===== src/rtl/riscv_multicycle_ctrl.sv =====
// Main control FSM of the multicycle RV32 core: sequences fetch/decode/execute/
// memory/writeback, drives datapath selects and supervises the memory handshake.
module riscv_multicycle_ctrl #(
    parameter int unsigned MEM_TIMEOUT = 15,
    parameter int unsigned CNT_W       = 4
) (
    input  logic       clk,
    input  logic       reset,
    input  logic [6:0] opcode,
    input  logic [2:0] funct3,
    input  logic       zero,
    input  logic       memReady,
    output logic       pcWrite,
    output logic       irWrite,
    output logic       memRead,
    output logic       memWrite,
    output logic       iorD,
    output logic       regWrite,
    output logic [1:0] aluOp,
    output logic [1:0] aluSrcA,
    output logic [1:0] aluSrcB,
    output logic [1:0] resultSrc,
    output logic       illegal,
    output logic       busError,
    output logic [3:0] state
);

    localparam logic [6:0] OP_LW     = 7'b0000011;
    localparam logic [6:0] OP_SW     = 7'b0100011;
    localparam logic [6:0] OP_R      = 7'b0110011;
    localparam logic [6:0] OP_I      = 7'b0010011;
    localparam logic [6:0] OP_BRANCH = 7'b1100011;

    localparam logic [2:0] F3_BEQ = 3'b000;
    localparam logic [2:0] F3_BNE = 3'b001;

    typedef enum logic [3:0] {
        S_FETCH  = 4'd0,
        S_DECODE = 4'd1,
        S_MEMADR = 4'd2,
        S_MEMRD  = 4'd3,
        S_MEMWB  = 4'd4,
        S_MEMWR  = 4'd5,
        S_EXEC_R = 4'd6,
        S_EXEC_I = 4'd7,
        S_ALUWB  = 4'd8,
        S_BRANCH = 4'd9,
        S_HALT   = 4'd15
    } state_t;

    state_t           state_q;
    state_t           state_d;
    logic [CNT_W-1:0] wait_cnt_q;
    logic             bus_error_q;
    logic             set_error;
    logic             timeout_hit;
    logic             in_mem_state;

    // A memory state has run out its budget only if memReady did not rescue it this cycle.
    assign timeout_hit  = (MEM_TIMEOUT != 0) && (wait_cnt_q == CNT_W'(MEM_TIMEOUT)) && !memReady;
    assign in_mem_state = (state_q == S_FETCH) || (state_q == S_MEMRD) || (state_q == S_MEMWR);

    always_ff @(posedge clk) begin
        if (reset) begin
            state_q <= S_FETCH;
        end else begin
            state_q <= state_d;
        end
    end

    // Wait counter restarts on every state change, so each memory state begins at zero.
    always_ff @(posedge clk) begin
        if (reset) begin
            wait_cnt_q <= '0;
        end else if (state_d != state_q) begin
            wait_cnt_q <= '0;
        end else if (in_mem_state && !memReady && (wait_cnt_q != {CNT_W{1'b1}})) begin
            wait_cnt_q <= wait_cnt_q + CNT_W'(1);
        end
    end

    always_ff @(posedge clk) begin
        if (reset) begin
            bus_error_q <= 1'b0;
        end else if (set_error) begin
            bus_error_q <= 1'b1;
        end
    end

    always_comb begin
        state_d   = state_q;
        pcWrite   = 1'b0;
        irWrite   = 1'b0;
        memRead   = 1'b0;
        memWrite  = 1'b0;
        iorD      = 1'b0;
        regWrite  = 1'b0;
        aluOp     = 2'b00;
        aluSrcA   = 2'b00;
        aluSrcB   = 2'b00;
        resultSrc = 2'b00;
        illegal   = 1'b0;
        set_error = 1'b0;

        case (state_q)
            S_FETCH: begin
                memRead   = 1'b1;
                aluSrcB   = 2'b01;
                resultSrc = 2'b10;
                pcWrite   = memReady;
                irWrite   = memReady;
                if (memReady) begin
                    state_d = S_DECODE;
                end else if (timeout_hit) begin
                    set_error = 1'b1;
                    state_d   = S_HALT;
                end
            end
            S_DECODE: begin
                aluSrcA = 2'b01;
                aluSrcB = 2'b10;
                case (opcode)
                    OP_LW, OP_SW: state_d = S_MEMADR;
                    OP_R:         state_d = S_EXEC_R;
                    OP_I:         state_d = S_EXEC_I;
                    OP_BRANCH:    state_d = S_BRANCH;
                    default: begin
                        illegal = 1'b1;
                        state_d = S_FETCH;
                    end
                endcase
            end
            S_MEMADR: begin
                aluSrcA = 2'b10;
                aluSrcB = 2'b10;
                state_d = (opcode == OP_SW) ? S_MEMWR : S_MEMRD;
            end
            S_MEMRD: begin
                memRead = 1'b1;
                iorD    = 1'b1;
                if (memReady) begin
                    state_d = S_MEMWB;
                end else if (timeout_hit) begin
                    set_error = 1'b1;
                    state_d   = S_HALT;
                end
            end
            S_MEMWB: begin
                regWrite  = 1'b1;
                resultSrc = 2'b01;
                state_d   = S_FETCH;
            end
            S_MEMWR: begin
                memWrite = 1'b1;
                iorD     = 1'b1;
                if (memReady) begin
                    state_d = S_FETCH;
                end else if (timeout_hit) begin
                    set_error = 1'b1;
                    state_d   = S_HALT;
                end
            end
            S_EXEC_R: begin
                aluSrcA = 2'b10;
                aluSrcB = 2'b00;
                aluOp   = 2'b10;
                state_d = S_ALUWB;
            end
            S_EXEC_I: begin
                aluSrcA = 2'b10;
                aluSrcB = 2'b10;
                state_d = S_ALUWB;
            end
            S_ALUWB: begin
                regWrite = 1'b1;
                state_d  = S_FETCH;
            end
            S_BRANCH: begin
                aluSrcA = 2'b10;
                aluSrcB = 2'b00;
                aluOp   = 2'b01;
                case (funct3)
                    F3_BEQ:  pcWrite = zero;
                    F3_BNE:  pcWrite = !zero;
                    default: illegal = 1'b1;
                endcase
                state_d = S_FETCH;
            end
            S_HALT: begin
                state_d = S_HALT;
            end
            default: begin
                state_d = S_FETCH;
            end
        endcase

        // Reset dominates every enable, even the memReady-driven ones.
        if (reset) begin
            pcWrite  = 1'b0;
            irWrite  = 1'b0;
            memRead  = 1'b0;
            memWrite = 1'b0;
            regWrite = 1'b0;
            illegal  = 1'b0;
        end
    end

    assign busError = bus_error_q;
    assign state    = 4'(state_q);

endmodule


===== config.mk =====
export PLATFORM = sky130hd
export DESIGN_NAME = riscv_multicycle_ctrl
export DESIGN_NICKNAME = d
export VERILOG_FILES = /design/src/rtl/riscv_multicycle_ctrl.sv
export SDC_FILE = /design/constraint.sdc
export NUM_CORES = 1
export LEC_CHECK = 0
export ABC_AREA = 1
export CORE_UTILIZATION = 42
export CTS_CLUSTER_SIZE = 12
export DETAILED_ROUTE_END_ITERATION = 7
export PLACE_DENSITY_LB_ADDON = 0.12
export SKIP_CTS_REPAIR_TIMING = 1
export SYNTH_ARGS = -nofsm -noshare
export SYNTH_HDL_FRONTEND = slang
export SYNTH_SLANG_ARGS = --single-unit

===== constraint.sdc =====
create_clock -name clk -period 2 [get_ports clk]
set_input_delay 0.3 -clock clk [delete_from_list [all_inputs] [get_ports clk]]
set_output_delay 0.3 -clock clk [all_outputs]
set_load 0.05 [all_outputs]

Yosys cells after proc, flatten, opt, wreduce, memory -nomap -nowiden:

Cells that the tools add are included.

* register bits after elaboration: 9
* input bits: 14
* logic and storage cells: 73

* add/sub/neg operators: 1
* equal/unequal tests: 19
* mux-type cells: 30
* reduce and logical (&&, ||, !) cells: 20

Operators by type and width (number)
* 4-bit case mux with 7 select lines: 1
* 4-bit by 3-bit == test with 1-bit output (second input constant): 4
* 4-bit == test (second input constant): 4
* 1-bit 2-to-1 mux: 16
* 4-bit 2-to-1 mux: 4
* 2-bit case mux with 2 select lines: 4
* 4-bit case mux with 4 select lines: 1
* 7-bit by 6-bit == test with 1-bit output (second input constant): 2
* 2-bit OR reduction: 7
* 4-bit by 2-bit == test with 1-bit output (second input constant): 2
* 7-bit by 2-bit == test with 1-bit output (second input constant): 1
* 7-bit by 5-bit == test with 1-bit output (second input constant): 1
* 7-bit == test (second input constant): 1
* 1-bit case mux with 2 select lines: 3
* 3-bit OR reduction: 2
* 5-bit OR reduction: 1
* 4-bit by 1-bit adder with 4-bit output (second input constant): 1
* 4-bit by 1-bit == test with 1-bit output (second input constant): 1
* 4-bit logical NOT: 1
* 4-bit != test: 1
* 4-bit != test (second input constant): 1
* 4-bit OR reduction: 1
* 3-bit by 1-bit == test with 1-bit output (second input constant): 1
* 1-bit logical AND: 3
* other kinds (4): 6

Depth between registers and ports, before layout:

Gate-level depths: netlist of run 1.

* depth in word-level cells: 7
* gate-level depth with buffers: 13

Worst setup path after synthesis of run 1:

No wires, ideal clock.

* kind: register to output
* from: register state_q[0] (netlist: state[0])
* to: output port pcWrite
* arrival: 3838 ps
* required time: 1700 ps
* path slack: -2138 ps
* cell stages (with the launch flop): 5
* path buffers: 0
* path through: dfxtp_1 -> nand2_2 -> nor3_1 -> nand2_1 -> o41ai_1

* longest elaborated chain between the ends: 3

Ends and longest elaborated chain
* start: declaration: line 51 `state_t state_q;`
* start signal: assignment: line 67 `state_q <= state_d;`
* 4-bit == test or 4-bit logical NOT (tied branches): line 105 `case (state_q)`
* 1-bit case mux with 2 select lines *: line 105
* 1-bit 2-to-1 mux *: line 198 `if (reset) begin`
* end: declaration: line 13 `output logic pcWrite,`

Mark *: on every way between the ends. The rest lies on a longest branch, timed or not.

Final worst setup path of run 1:

* from: register state_q[2] (netlist: state[2])
* to: output port aluSrcA[1]

* longest elaborated chain between the ends: 3

Ends and longest elaborated chain
* 4-bit == test (tied with other cells): line 105
* 4-bit OR reduction (no source line)
* 2-bit case mux with 2 select lines *: line 105
* end: declaration: line 20 `output logic [1:0] aluSrcA,`

Marks and branches as above.

==> out/results.ini, run 1 <==
[layout]
seqCellArea_um2 = 190
nFillCells = 148
nets = 200
antenna_cells = 0
syn2layout_area_growth_pct = 71.5
multiInputGateArea_um2 = 627
fin_cells = 209
drive_above_1_share = 0.266

[clocking]
cts_buffers = 3
cts_num_sinks = 9
cts_buffer_depth = 2
cts_tree = yes
cts_root_buf = clkbuf_4
insertion_delay_ns = 0.27
htree_levels = 1
path_clk_slew_ns = 0.07

[floorplan]
pin_count = 34
core-area_mm2 = 0.00180
dieArea_mm2 = 0.00218
initial_utilization = 0.465
rows = 15
die_h_um = 46.7
dieWidth_um = 46.7

[global_route]
grt_pass1_wl_mm = 3.75
grt_max_degree = 10
grtUsageTotal = 0.240
grt_pass1_vias = 957
overflow = 0
antenna_found_initial = 0

[drt]
vias_per_cell = 5.03
drt_iter0_markers = 27
wl_per_cell_um = 10.6
dr.pass1.iters = 5
vias = 1052
final_antenna_net_count = 0
drc_errors = 0
wl_mm = 2.21

[placed_design]
dp_cells = 205
io_buffers = 33
hpwl_mm = 1.81
place_congestion = 0.855

[yosys]
synth_seq_cells = 9
synth_cell_types = 25
synth_fa_ha_area_frac = 0.0149
synth_top_family_by_area = simple AND/OR/NAND/NOR gates
ys_seq_area_frac = 0.215
synth_compound_area_frac = 0.0851
yosys_warnings = 0
netlist_instances = 146
synth_area_um2 = 838
synth_fp_nets = 161
synth_simple_gate_area_frac = 0.500
synth_area_per_cell_um2 = 5.74
synthMuxAreaShare = 0.0134
synthXorXnorAreaFrac = 0.0418

[timing]
setup_viol = 0
hold_viol_final = 0
rsz0062_at_grt = no
tightestPinTransition_ns = 0.494
fin_crit_sh = 0.952
max_freq_mhz = 525
fin_worst_skew_ns = 0.00156
fin_hold_ws_ns = 0.451
maxSlewHeadroom = 0.670
drv_slew = 0
finalCriticalPeriod_ns = 1.90

[setup_path]
critPathMaxStageDelay_ns = 0.39
crit_fanout = 7
cp_cell_sequence = inv_1, nor2_1, inv_2, nor2_1, or3_1, buf_12
critPathLaunchType = flop
slowest_stage = dfxtp_2
crit_top_cell = nor2_1
worstPathRequired_ns = 1.70
end_kind = output pin
critPathKind = flop to output pin
crit_arrival_ns = 1.60

[pwr]
p_per_area_mw_per_mm2 = 423
ir_drop_mv = 0.505
leakagePower_nw = 0.697

[flow_run]
drv_cap = 0

[min_path]
hold_path.class = flop to flop

[run_status]
outcome = complete, no violations

[metrics by stage]
step | utilization | setup slack [ns] | TNS (ns) | cell area (um2) | power [W]
final | 0.798 | 0.0962 | 0 | 1440 | 0.000609
after global routing | 0.798 | 0.0193 | 0 | 1440 | 0.000644
after CTS | 0.793 | -0.0246 | -0.0246 | 1430 | 0.000611
after detailed placement | 0.778 | 0.160 | 0 | 1400 | 0.000466
after global placement | 0.778 | 0.201 | 0 | 1400 | 0.000460
after floorplan | - | -0.404 | -0.481 | 920 | 0.000357
[state kept, by name, summed over array words and instances, names as in the netlist]
| name | count |
|---|---|
| state | 4 |
| busError | 1 |
| wait_cnt_q | 4 |
[cell families after synthesis]
group	Yosys count
adders and majority gates	1
and+or+nand+nor	91
buffers and inverters	27
AOI/OAI and AO/OA	13
xor gates and xnor gates	4
muxes	1
DFF	9
[report_power, final]
part / leakage (nW) / total [W] / switching [W] / internal (W)
logic: 0.604 / 0.000267 / 0.000155 / 0.000112
registers: 0.0753 / 0.000194 / 0.00000967 / 0.000184
clock network: 0.0177 / 0.000148 / 0.0000734 / 0.0000741
total: 0.697 / 0.000609 / 0.000238 / 0.000370
[path summary, 6_finish.rpt]
kind                                            start                          to  slack (ns)  cells past startpoint
worst max register to register    state[2]$_SDFF_PP0_  wait_cnt_q[2]$_SDFFE_PP0P_        0.31                     11
worst max-delay path              state[2]$_SDFF_PP0_                  aluSrcA[1]         0.1                      6
worst min register to register  busError$_SDFFE_PP0P_       busError$_SDFFE_PP0P_        0.45                      2
worst min-delay path            busError$_SDFFE_PP0P_       busError$_SDFFE_PP0P_        0.45                      2
[cell usage in the layout, fill, tap and decap left out, types with 2 or more instances in the layout]
cell	count
clkdlybuf4s50_1	18
xnor2_1	3
dfxtp_4	2
nand4_1	2
a31oi_1	2
a21oi_1	5
dfxtp_2	2
buf_4	6
nand2_2	3
nand2_1	33
inv_2	2
nand3_1	15
buf_12	12
nand3_2	2
dfxtp_1	5
inv_1	21
clkbuf_4	3
nor2_2	4
o21ai_2	2
nor2_1	24
nand3b_1	2
[synth_stat cells]
cell	n	share of area
buf_6	1	0.013
xor2_1	1	0.010
nand2_1	34	0.15
a31oi_1	2	0.015
nand3_1	15	0.090
nor2_2	2	0.015
nand3b_1	2	0.018
a21oi_1	7	0.042
nor3_1	2	0.012
dfxtp_1	9	0.21
clkinv_1	1	0.0045
inv_1	23	0.10
nand2_2	3	0.022
mux2_2	1	0.013
nor2_1	27	0.12
o41ai_1	1	0.010
o21ai_0	3	0.018
xnor2_1	3	0.031
nor2_8	1	0.024
or3_1	1	0.0075
ha_1	1	0.015
nand3_2	2	0.024
inv_2	1	0.0045
buf_1	1	0.0045
nand4_1	2	0.015
[cell type report]
type                    instances  share of cell area
well taps                      25              0.0218
repair buffers                 36               0.324
flip-flops and latches          9               0.132
multi-input cells             110               0.436
clock inverters                 1             0.00348
clock buffers                   3              0.0157
inverters                      25              0.0670
[routing by layer]
| layer | routed length (um) | global-route usage | vias to the layer above |
|---|---|---|---|
| met2 | 1160 | 0.425 | 37 |
| li1 | - | - | 537 |
| met5 | 0 | 0 | - |
| met4 | 5 | 0.0400 | 0 |
| met3 | 127 | 0.0706 | 2 |
| met1 | 921 | 0.287 | 476 |
[critical path, delay by kind of cell (launching register included)]
family	cells	cell delay, ns
buffers and inverters	3	0.41
AND/OR/NAND/NOR	3	0.54
flip-flops	1	0.39
(Power assumes the default switching activity.)
==> run 2: changes to the inputs <==
- SETUP_SLACK_MARGIN: not set -> 0.3
- SLEW_MARGIN: not set -> 30
==> out/results.ini, run 2 (synthesis gave the netlist of run 1 again) <==
[clocking]
htree_levels = 1  ; unchanged
path_clk_slew_ns = 0.07  ; about the same
cts_num_sinks = 9  ; unchanged
cts_root_buf = clkbuf_4
cts_buffer_depth = 2  ; unchanged
cts_tree = yes
insertion_delay_ns = 0.27  ; about the same
cts_buffers = 3  ; unchanged

[min_path]
hold_path.class = flop to flop

[global_route]
grtUsageTotal = 0.230  ; -0.00982
overflow = 0  ; unchanged
grt_max_degree = 10  ; unchanged
grt_pass1_wl_mm = 3.55  ; -5.2%
antenna_found_initial = 0  ; unchanged
grt_pass1_vias = 918  ; -4.1%

[floorplan]
pin_count = 34  ; unchanged
rows = 15  ; unchanged
initial_utilization = 0.465  ; unchanged
dieArea_mm2 = 0.00218  ; unchanged
dieWidth_um = 46.7  ; unchanged
die_h_um = 46.7  ; unchanged
core-area_mm2 = 0.00180  ; unchanged

[layout]
utilization = 0.931  ; +0.133
drive_above_1_share = 0.409  ; +0.143
finalInstanceArea_mm2 = 0.00168  ; +17%
layout_common_cells = nand2_1, nor2_1, buf_4
antenna_cells = 0  ; unchanged
nets = 214  ; +7.0%
layout_commonest_cell = nand2_1
syn2layout_area_growth_pct = 100

[pwr]
total_power_w = 0.000688  ; +13%
ir_drop_mv = 0.468  ; -7.3%
leakagePower_nw = 0.827  ; +19%
p_per_area_mw_per_mm2 = 410  ; -3.0%

[timing]
fin_worst_skew_ns = 0.00346  ; +0.00190 ns
setup_tns_ns = -0.0135  ; -0.0135 ns
tightestPinTransition_ns = 0.524  ; +0.0300 ns
maxSlewHeadroom = 0.650  ; -0.0200
finalCriticalPeriod_ns = 2.01  ; +0.108 ns
rsz0062_at_grt = yes
drv_slew = 0  ; unchanged
timing.final.ws_setup_ns = -0.0120  ; -0.108 ns
setup_viol = 2  ; +2
hold_viol_final = 0  ; unchanged
fin_crit_sh = 1.01  ; +0.0541
max_freq_mhz = 497  ; -5.4%

[setup_path]
critPathLaunchType = input pin
critPathMaxStageDelay_ns = 0.45  ; +0.06 ns
slowest_stage = clkdlybuf4s50_1
critPathKind = input pin to flop
crit_fanout = 4  ; -3
crit_arrival_ns = 2.21  ; +0.61 ns
cp_cell_sequence = clkdlybuf4s50_1, inv_1, nand2_1, nor2_1, a21oi_1, nor2_1, nand2_1, nand2_1, nand2_1, nor2_1, nand2_2, nor2_1
worstPathRequired_ns = 2.20  ; +0.50 ns
end_kind = flop
rrSetupSlack_ns = 0.08  ; -0.23 ns

[drt]
wl_met2_mm = 2.01  ; +74%
wl_met1_mm = 1.47  ; +59%
wl_mm = 4.13  ; +87%
wl_per_cell_um = 18.5  ; +75%
drt_iter0_markers = 78  ; +190%
drc_errors = 0  ; unchanged
wl_met3_um = 405  ; +220%
maxUsedRoutingLayer = met4
final_antenna_net_count = 0  ; unchanged
vias_per_cell = 5.97  ; +19%
vias = 1332  ; +27%
dr.pass1.iters = 5  ; unchanged

[flow_run]
drv_cap = 0  ; unchanged

[run_status]
violations = setup timing
outcome = complete, but fails checks

[placed_design]
hpwl_mm = 1.92  ; +6.1%
placed_area_mm2 = 0.00139  ; -0.62%
place_congestion = 0.888  ; +3.8%
io_buffers = 33  ; unchanged
dp_slack_ns = 0.140  ; -0.0203 ns

[run 2: cell count changes in the layout (fill, tap and decap cells not counted), moves of 3 or more]
cell / delta
nand2_2: +4
inv_4: +3
nor2_1: -4
dlymetal6s2s_1: +3
inv_1: -6
buf_4: +11
clkdlybuf4s50_1: -3
nand2_1: -6
[run 2: cell type report]
class / count / area [um2]
fill: 60 / 125
inverter: 25 / 108
timing repair buffer: 50 / 593
tap: 25 / 31.3
multi-input combinational: 110 / 723
clock buffer: 4 / 26.3
sequential: 9 / 195
[run 2: power breakdown]
part           total (W)  internal [W]  leakage [nW]  switching, W
logic           0.000345      0.000145         0.736      0.000200
clock network   0.000151     0.0000772        0.0150     0.0000734
registers       0.000193      0.000181        0.0759     0.0000114
total           0.000688      0.000403         0.827      0.000285
[run 2: path summary, 6_finish.rpt]
check                              from                    endpoint  cells past startpoint
hold reg to reg   busError$_SDFFE_PP0P_       busError$_SDFFE_PP0P_                      2
hold / removal    busError$_SDFFE_PP0P_       busError$_SDFFE_PP0P_                      2
setup / recovery              opcode[4]  wait_cnt_q[2]$_SDFFE_PP0P_                     12
setup reg to reg    state[0]$_SDFF_PP0_  wait_cnt_q[2]$_SDFFE_PP0P_                     11
[run 2: worst max-delay path, delay by kind of cell]
kind,cells,cell delay (ns)
AOI/OAI and AO/OA,1,0.12
buffers and inverters,2,0.60
and+or+nand+nor,9,1.20
[run 2: through the flow]
stage	hold slack, ns	cells
after floorplan	0.503	146
after global placement	0.439	204
after detailed placement	0.448	204
after CTS	0.460	208
after global routing	0.489	223
final	0.461	223
[run 2: per-layer routing]
layer | up-vias | GRT usage
met5 | - | 0
met4 | 0 | 0.114
met3 | 40 | 0.0314
met2 | 138 | 0.422
met1 | 586 | 0.254
li1 | 568 | -
